===== src/rtl/spi_arb_pkg.sv =====
// Shared types and defaults for the SPI request arbiter: FSM state encoding,
// default sizing, and a one-hot to index helper.
package spi_arb_pkg;

   localparam int N_REQ_DEF       = 4;
   localparam int XFER_CYCLES_DEF = 10;

   typedef enum logic [2:0] {
      ST_IDLE  = 3'd0,
      ST_SETUP = 3'd1,
      ST_PULSE = 3'd2,
      ST_WAIT  = 3'd3,
      ST_DONE  = 3'd4
   } arb_state_e;

   function automatic logic [2:0] onehot_to_idx(input logic [7:0] oh);
      logic [2:0] idx;
      idx = '0;
      for (int i = 0; i < 8; i++) begin
         if (oh[i]) idx = 3'(i);
      end
      return idx;
   endfunction

endpackage


===== src/rtl/rr_pick.sv =====
// Combinational round-robin picker: one-hot winner is the first set request
// bit at or after ptr, wrapping around.
module rr_pick #(
   parameter int N  = 4,
   parameter int PW = (N > 1) ? $clog2(N) : 1
) (
   input  logic [N-1:0]  req,
   input  logic [PW-1:0] ptr,
   output logic [N-1:0]  winner,
   output logic          valid
);

   logic [2*N-1:0] rot_req;
   logic [2*N-1:0] win_dbl;
   logic [N-1:0]   first;

   // Rotate so ptr sits at bit 0, isolate the lowest set bit, rotate back.
   assign rot_req = {req, req} >> ptr;
   assign first   = rot_req[N-1:0] & (~rot_req[N-1:0] + 1'b1);
   assign win_dbl = {first, first} << ptr;
   assign winner  = win_dbl[2*N-1:N];
   assign valid   = |req;

endmodule


===== src/rtl/spi_request_arbiter.sv =====
// Round-robin scheduler sharing one SPI master among N_REQ requesters; runs a
// fixed-length transfer window per grant and returns the received byte.
module spi_request_arbiter
   import spi_arb_pkg::*;
#(
   parameter int N_REQ       = N_REQ_DEF,
   parameter int XFER_CYCLES = XFER_CYCLES_DEF
) (
   input  logic                 clk,
   input  logic                 reset,
   input  logic [N_REQ-1:0]     req,
   input  logic [2*N_REQ-1:0]   req_ss,
   input  logic [8*N_REQ-1:0]   req_data,
   output logic [N_REQ-1:0]     grant,
   output logic [N_REQ-1:0]     done,
   output logic [7:0]           rx_data,
   output logic                 busy,
   output logic                 start,
   output logic [1:0]           slaveSelect,
   output logic [7:0]           masterDataToSend,
   input  logic [7:0]           masterDataReceived
);

   localparam int PW = $clog2(N_REQ);
   localparam int CW = $clog2(XFER_CYCLES + 1);

   arb_state_e       state;
   logic [PW-1:0]    ptr;
   logic [PW-1:0]    owner;
   logic [PW-1:0]    win_idx;
   logic [CW-1:0]    cnt;
   logic [N_REQ-1:0] win_oh;
   logic             win_vld;
   logic [1:0]       ss_arr   [N_REQ];
   logic [7:0]       data_arr [N_REQ];

   for (genvar g = 0; g < N_REQ; g++) begin : g_unpack
      assign ss_arr[g]   = req_ss[2*g+1:2*g];
      assign data_arr[g] = req_data[8*g+7:8*g];
   end

   rr_pick #(.N(N_REQ), .PW(PW)) u_pick (
      .req    (req),
      .ptr    (ptr),
      .winner (win_oh),
      .valid  (win_vld)
   );

   assign win_idx = PW'(onehot_to_idx(8'(win_oh)));

   always_ff @(posedge clk) begin
      if (!reset) begin
         state            <= ST_IDLE;
         ptr              <= '0;
         owner            <= '0;
         cnt              <= '0;
         grant            <= '0;
         rx_data          <= '0;
         slaveSelect      <= '0;
         masterDataToSend <= '0;
      end else begin
         case (state)
            ST_IDLE: begin
               if (win_vld) begin
                  grant            <= win_oh;
                  owner            <= win_idx;
                  slaveSelect      <= ss_arr[win_idx];
                  masterDataToSend <= data_arr[win_idx];
                  // No slave selected: skip the bus entirely and report zero.
                  if (ss_arr[win_idx] == 2'd0) begin
                     rx_data <= 8'h00;
                     state   <= ST_DONE;
                  end else begin
                     state   <= ST_SETUP;
                  end
               end
            end
            ST_SETUP: state <= ST_PULSE;
            ST_PULSE: begin
               cnt   <= '0;
               state <= ST_WAIT;
            end
            ST_WAIT: begin
               // Capture on the last window cycle so rx_data is valid with done.
               if (cnt == CW'(XFER_CYCLES - 1)) begin
                  rx_data <= masterDataReceived;
                  state   <= ST_DONE;
               end else begin
                  cnt <= cnt + 1'b1;
               end
            end
            ST_DONE: begin
               grant <= '0;
               ptr   <= (owner == PW'(N_REQ - 1)) ? '0 : owner + 1'b1;
               state <= ST_IDLE;
            end
            default: state <= ST_IDLE;
         endcase
      end
   end

   assign busy  = (state != ST_IDLE);
   assign start = (state == ST_PULSE);
   assign done  = (state == ST_DONE) ? grant : '0;

endmodule


===== config.mk =====
export PLATFORM = sky130hd
export DESIGN_NAME = spi_request_arbiter
export DESIGN_NICKNAME = d
export VERILOG_FILES = /design/src/rtl/spi_arb_pkg.sv /design/src/rtl/rr_pick.sv /design/src/rtl/spi_request_arbiter.sv
export SDC_FILE = /design/constraint.sdc
export NUM_CORES = 1
export LEC_CHECK = 0
export CORE_ASPECT_RATIO = 1.2
export CORE_MARGIN = 2
export CORE_UTILIZATION = 42
export CTS_CLUSTER_DIAMETER = 120
export DETAILED_ROUTE_END_ITERATION = 6
export PLACE_DENSITY_LB_ADDON = 0.15
export SLEW_MARGIN = 40
export SYNTH_ARGS = -nofsm -noshare
export SYNTH_HDL_FRONTEND = slang
export SYNTH_SLANG_ARGS = --single-unit
export TNS_END_PERCENT = 100

===== constraint.sdc =====
create_clock -name clk -period 2.34 [get_ports clk]
set_input_delay 0.234 -clock clk [delete_from_list [all_inputs] [get_ports clk]]
set_output_delay 0.234 -clock clk [all_outputs]
set_load 0.01 [all_outputs]

==> impl_metrics.py, run 1 <==
metrics = {
    "drt": {
        "drt-pass1-iter-count": 5,
        "drt_iter0_drc": 144,
        "via_count": 2201,
        "viasPerCell": 5.61,
        "wire_per_inst_um": 14.4,
        "drc": 0,
        "routed_wl_um": 5630,
        "ant_nets": 0,
    },
    "clocking": {
        "tritoncts": "done",
        "clk_pin_slew_ns": 0.07,
        "hold_buffers": 0,
        "cts_made_buffers": 5,
        "cts_buffer_depth": 2,
        "cts-root-buf": "clkbuf_8",
        "cts_resized": 0,
        "cts_max_level": 2,
        "post_cts_buffers": 0,
        "cts_num_sinks": 33,
        "clkLatencyLatePin_ns": 0.29,
    },
    "critical_path": {
        "path_cells": "nor2b_4 -> or4_4 -> a21oi_1 -> o32ai_1 -> buf_4 -> or4_1 -> a21oi_1",
        "crit_type": "flop to flop",
        "reg2reg_setup_slack_ns": 0.20,
        "crit_family": "simple AND/OR/NAND/NOR gates",
        "slowest_stage": "dfxtp_1",
        "crit_required_ns": 2.56,
        "cp_max_fo": 7,
        "cp-start-kind": "flop",
        "worstPathArrival_ns": 2.36,
        "max_stage_delay_ns": 0.51,
        "end_kind": "flop",
        "cp_num_buf_inv": 1,
        "cp_common_cell": "a21oi_1",
    },
    "floorplanning": {
        "start_util_pct": 43.6,
        "dieArea_um2": 4980,
        "ioPinCount": 82,
        "die_h_um": 76.9,
        "rows": 26,
        "core-area_um2": 4260,
        "die_x_um": 64.7,
    },
    "grt": {
        "grt_first_pass_wirelength_um": 9500,
        "grtUsageTotal_pct": 24.0,
        "grt.overflow.total": 0,
        "grt_pass1_vias": 2099,
        "grt_max_degree": 22,
        "antenna_found_initial": 0,
    },
    "timing": {
        "finClkSkew_ns": 0.00449,
        "hold_viol": 0,
        "tightest_slew_ns": 0.560,
        "holdWs_ns": 0.476,
        "fin_crit_sh_pct": 91.6,
        "rsz0062_at_grt": "no",
        "setup_viol": 0,
        "fin_crit_ns": 2.14,
        "clock.fmax_mhz": 467,
        "relSlewSlack_pct": 62.5,
        "slew_viol_final": 0,
    },
    "layout": {
        "mostFrequentLayoutCells": "81 x clkdlybuf4s50_1, 33 x dfxtp_1, 30 x nand2_1, 26 x nor2_1, 22 x buf_4",
        "area_delta_synth_final_pct": 58.3,
        "fin_cells": 392,
        "layout_commonest_cell": "clkdlybuf4s50_1",
        "design_area_um2": 2940,
        "n_antenna_cell": 0,
        "final_nets": 392,
        "drive_above_1_share_pct": 11.3,
    },
    "logic_synthesis": {
        "ys_async_sr_fraction_pct": 0,
        "syn_avg_cell_area_um2": 7.65,
        "synthCells": 243,
        "synth_seq_cells": 33,
        "ys.flop_type": "dfxtp_1",
        "synth_nets": 300,
        "yosysWarnings": 0,
        "syn-cell-area_um2": 1860,
        "yosysSeqAreaShare_pct": 35.5,
        "synth_cell_types": 41,
        "synth_edf_count": 0,
    },
    "worst_hold_path": {
        "holdCritPathClass": "flop to flop",
    },
    "power": {
        "ir_drop_mv": 0.435,
        "power_density_nw_per_um2": 840,
        "p_leak_uw": 0.00112,
    },
    "placed_design": {
        "place_area_um2": 2820,
        "gp_congestion": 0.851,
        "place_inst": 384,
        "hpwl_um": 4220,
        "io_buffer_count": 81,
    },
    "run_status": {
        "status": "completed",
    },
    "run": {
        "maxCapViolations": 0,
    },
}
==> kinds of logic (layout without fill, tap and decap cells) <==
kind of cell	count (synthesis)	count (layout)	synth area share, %
compound gates	84	84	31.3
simple gates	97	97	24.8
buf+inv	25	118	5.85
fa+ha+maj	3	3	2.02
flops	33	33	35.5
xor+xnor	1	1	0.471
==> routing by layer <==
layer / GRT usage, % / part of all wire [%]
met5: 0 / 0
met4: 7.87 / 1.3
met3: 8.06 / 9.0
met2: 42.4 / 51
met1: 26.5 / 39
==> path summary, 6_finish.rpt <==
kind | from | end | depth (start not counted)
max | ptr[0]$_SDFFE_PN0P_ | state[2]$_SDFFE_PN0P_ | 7
min | grant[1]$_SDFFE_PN0P_ | grant[1]$_SDFFE_PN0P_ | 2
max reg2reg | ptr[0]$_SDFFE_PN0P_ | state[2]$_SDFFE_PN0P_ | 7
min reg2reg | grant[1]$_SDFFE_PN0P_ | grant[1]$_SDFFE_PN0P_ | 2
==> tightest hold or removal path, delay by kind of cell, from the launching register on <==
kind	cells	cell delay [ns]
AO/OA/AOI/OAI	1	0.06
AND/OR/NAND/NOR	1	0.06
flip-flops	1	0.32
==> layout make-up <==
cell class / instances / area, µm²
inverter: 7 / 26.3
multi-input combinational: 185 / 1090
clock buffer: 7 / 86.3
fill: 376 / 1320
sequential: 33 / 661
timing repair buffer: 103 / 976
clock inverter: 1 / 30.0
tap: 56 / 70.1
==> state kept, by name, indices dropped and copies added (netlist names) <==
name	count
grant	4
rx_data	8
ptr	2
masterDataToSend	8
slaveSelect	2
cnt	4
state	3
owner	2
==> cells in the mapped netlist (6+ instances only) <==
cell,instances,area (µm²)
inv_1,6,22.5
o21ai_0,17,85.1
dfxtp_1,33,661
nor2_1,26,97.6
nand3_1,14,70.1
buf_2,6,30.0
a32oi_1,8,70.1
a31oi_1,9,56.3
o221ai_1,16,140
nand2_1,30,113
nor3_1,6,30.0
clkbuf_1,11,41.3
a21oi_1,15,75.1
==> power breakdown <==
part	total (µW)	leakage (µW)	internal, µW	switching [µW]
Clock	561	0.0000585	347	214
Sequential	798	0.000270	694	104
Combinational	1110	0.000796	541	571
==> through the flow <==
| step | setup TNS (ns) | utilization, % | worst slack (ns) | power, µW |
|---|---|---|---|---|
| after floorplan | 0 | - | 0.472 | 1360 |
| after global placement | -0.183 | 66.2 | -0.0553 | 1910 |
| after detailed placement | -0.563 | 66.2 | -0.0721 | 1920 |
| after CTS | 0 | 69.0 | 0.201 | 2480 |
| after global routing | 0 | 69.1 | 0.0497 | 2630 |
| final | 0 | 69.1 | 0.197 | 2470 |
Power figures use the tool's default switching activity.
==> run 2, diff against run 1 <==
--- a/config.mk
+++ b/config.mk
@@ -5,6 +5,7 @@
 export SDC_FILE = /design/constraint.sdc
 export NUM_CORES = 1
 export LEC_CHECK = 0
+export CAP_MARGIN = 20
 export CORE_ASPECT_RATIO = 1.2
 export CORE_MARGIN = 2
 export CORE_UTILIZATION = 42
==> results of run 2 <==
Final layout, timing and power as in run 1 (identical DEF).
==> run 3, diff against run 2 <==
--- a/config.mk
+++ b/config.mk
@@ -11,7 +11,7 @@
 export CORE_UTILIZATION = 42
 export CTS_CLUSTER_DIAMETER = 120
 export DETAILED_ROUTE_END_ITERATION = 6
-export PLACE_DENSITY_LB_ADDON = 0.15
+export PLACE_DENSITY = 0.8
 export SLEW_MARGIN = 40
 export SYNTH_ARGS = -nofsm -noshare
 export SYNTH_HDL_FRONTEND = slang
==> run 3 against run 2 <==
Effect of this change: largest power group unchanged; sequential power barely moved; highest routed layer unchanged; die area did not move; worst setup slack improved by 0.012 ns; non-clock buffer count fell by 1; routed wire length rose by 1.3%; count of clock-buffer cells in the layout did not move; sequential share of layout area rose by 0.086 points; critical endpoint is now busy; clock power barely moved; critical path type is now flop to primary output.
==> impl_metrics.py, run 3 (synthesis gave the netlist of run 1 again) <==
metrics = {
    "power": {
        "p_leak_uw": 0.00112,
        "p_seq_share_pct": 32.8,
        "power.total_uw": 2450,
        "switching_share_pct": 35.9,
        "ir_drop_mv": 0.435,
        "p_int_uw": 1570,
        "switchingPower_uw": 877,
        "power_density_nw_per_um2": 834,
        "clkPwrFrac_pct": 22.9,
        "comb_power_share_pct": 44.4,
    },
    "clocking": {
        "clk_pin_slew_ns": 0.07,
        "cts-root-buf": "clkbuf_8",
        "cts_made_buffers": 5,
        "post_cts_buffers": 0,
        "cts_max_level": 2,
        "cts_resized": 0,
        "cts_num_sinks": 33,
        "hold_buffers": 0,
        "cts_buffer_depth": 2,
        "clkLatencyLatePin_ns": 0.29,
        "tritoncts": "done",
    },
    "critical_path": {
        "crit_required_ns": 2.11,
        "worstPathArrival_ns": 1.90,
        "cp_max_fo": 11,
        "end_kind": "primary output",
        "path_cells": "inv_1 -> nand2_1 -> clkdlybuf4s50_1",
        "crit_type": "flop to primary output",
        "reg2reg_setup_slack_ns": 0.24,
        "crit_family": "buffers and inverters",
        "slowest_stage": "clkdlybuf4s50_1",
        "cp-start-kind": "flop",
        "cp_num_buf_inv": 2,
        "max_stage_delay_ns": 0.60,
    },
    "grt": {
        "grt_first_pass_wirelength_um": 9450,
        "grt.overflow.total": 0,
        "grt.met1_usage_pct": 26.7,
        "grt_max_degree": 24,
        "antenna_found_initial": 0,
        "met3_usage_pct": 6.74,
        "grtUsageTotal_pct": 23.9,
        "grt_util_met2_pct": 43.2,
        "grt-busiest-layer": "met2",
        "grt_pass1_vias": 2113,
    },
    "layout": {
        "n_antenna_cell": 0,
        "layout_commonest_cell": "clkdlybuf4s50_1",
        "fin_util_pct": 68.8,
        "drive_above_1_share_pct": 10.7,
        "fin_cells": 391,
        "n_fill_cell": 361,
        "mostFrequentLayoutCells": "81 x clkdlybuf4s50_1, 33 x dfxtp_1, 30 x nand2_1, 26 x nor2_1, 21 x buf_4",
        "reg_top3": "masterDataToSend x8, rx_data x8",
        "final_nets": 391,
        "area_delta_synth_final_pct": 57.7,
    },
    "floorplanning": {
        "core-area_um2": 4260,
        "die_h_um": 76.9,
        "start_util_pct": 43.6,
        "dieArea_um2": 4980,
        "die_x_um": 64.7,
        "ioPinCount": 82,
        "rows": 26,
    },
    "timing": {
        "relSlewSlack_pct": 63.3,
        "fin_crit_sh_pct": 91.1,
        "fin_crit_ns": 2.13,
        "finalWorstSetupSlack_ns": 0.208,
        "slew_viol_final": 0,
        "hold_viol": 0,
        "rsz0062_at_grt": "no",
        "holdWs_ns": 0.492,
        "setup_viol": 0,
        "finClkSkew_ns": 0.00550,
        "tightest_slew_ns": 0.550,
        "clock.fmax_mhz": 469,
    },
    "worst_hold_path": {
        "holdCritPathClass": "flop to flop",
    },
    "placed_design": {
        "place_inst": 383,
        "hpwl_um": 4350,
        "pre_cts_slack_ns": -0.0161,
        "gp_congestion": 0.835,
        "io_buffer_count": 81,
    },
    "drt": {
        "ant_nets": 0,
        "wire_per_inst_um": 14.6,
        "drt_iter0_drc": 190,
        "drc": 0,
        "viasPerCell": 5.61,
        "via_count": 2192,
        "routed_wl_um": 5710,
        "drt-pass1-iter-count": 5,
    },
    "run_status": {
        "status": "completed",
    },
    "run": {
        "maxCapViolations": 0,
    },
}
[run 3: changes by cell type in the layout (fill, tap and decap cells not counted), sizes merged]
cell  change
buf       -1
[run 3: layer usage]
metal / vias to the layer above / wire [µm]
li1: 1092 / -
met5: - / 0
met3: 9 / 474
met1: 985 / 2220
met2: 106 / 2930
met4: 0 / 88
[run 3: final cells by class]
| class | count | area (µm²) | area share (%) |
|---|---|---|---|
| clock buffer | 7 | 86.3 | 2.94 |
| clock inverter | 1 | 30.0 | 1.02 |
| inverter | 7 | 26.3 | 0.896 |
| multi-input combinational | 185 | 1090 | 37.2 |
| sequential | 33 | 661 | 22.5 |
| tap | 56 | 70.1 | 2.39 |
| timing repair buffer | 102 | 968 | 33.0 |
[run 3: worst paths after layout]
check                                           start                               end  cells past startpoint
worst max register to register    ptr[1]$_SDFFE_PN0P_  masterDataToSend[6]$_SDFFE_PN0P_                      6
worst min register to register  owner[0]$_SDFFE_PN0P_             owner[0]$_SDFFE_PN0P_                      2
worst min-delay path            owner[0]$_SDFFE_PN0P_             owner[0]$_SDFFE_PN0P_                      2
worst max-delay path            state[2]$_SDFFE_PN0P_                              busy                      3
[run 3: power groups by stage]
stage                     registers, µW  clock network [µW]  logic (µW)
after CTS                           800                 563        1090
final                               801                 559        1090
after global placement              806                   0        1080
after floorplan                     824                   0         538
after detailed placement            811                   0        1080
after global routing                822                 584        1190
[run 3: worst min-delay path, stage by stage (launching register included)]
cell and delay (ns):
dfxtp_1 0.33, nand2_1 0.06, a21oi_1 0.05
[run 3: per-stage QoR]
| step | setup TNS [ns] | instance area, µm² |
|---|---|---|
| final | 0 | 2930 |
| after global placement | 0 | 2820 |
| after global routing | 0 | 2930 |
| after floorplan | 0 | 1860 |
| after CTS | 0 | 2930 |
| after detailed placement | -0.0161 | 2820 |
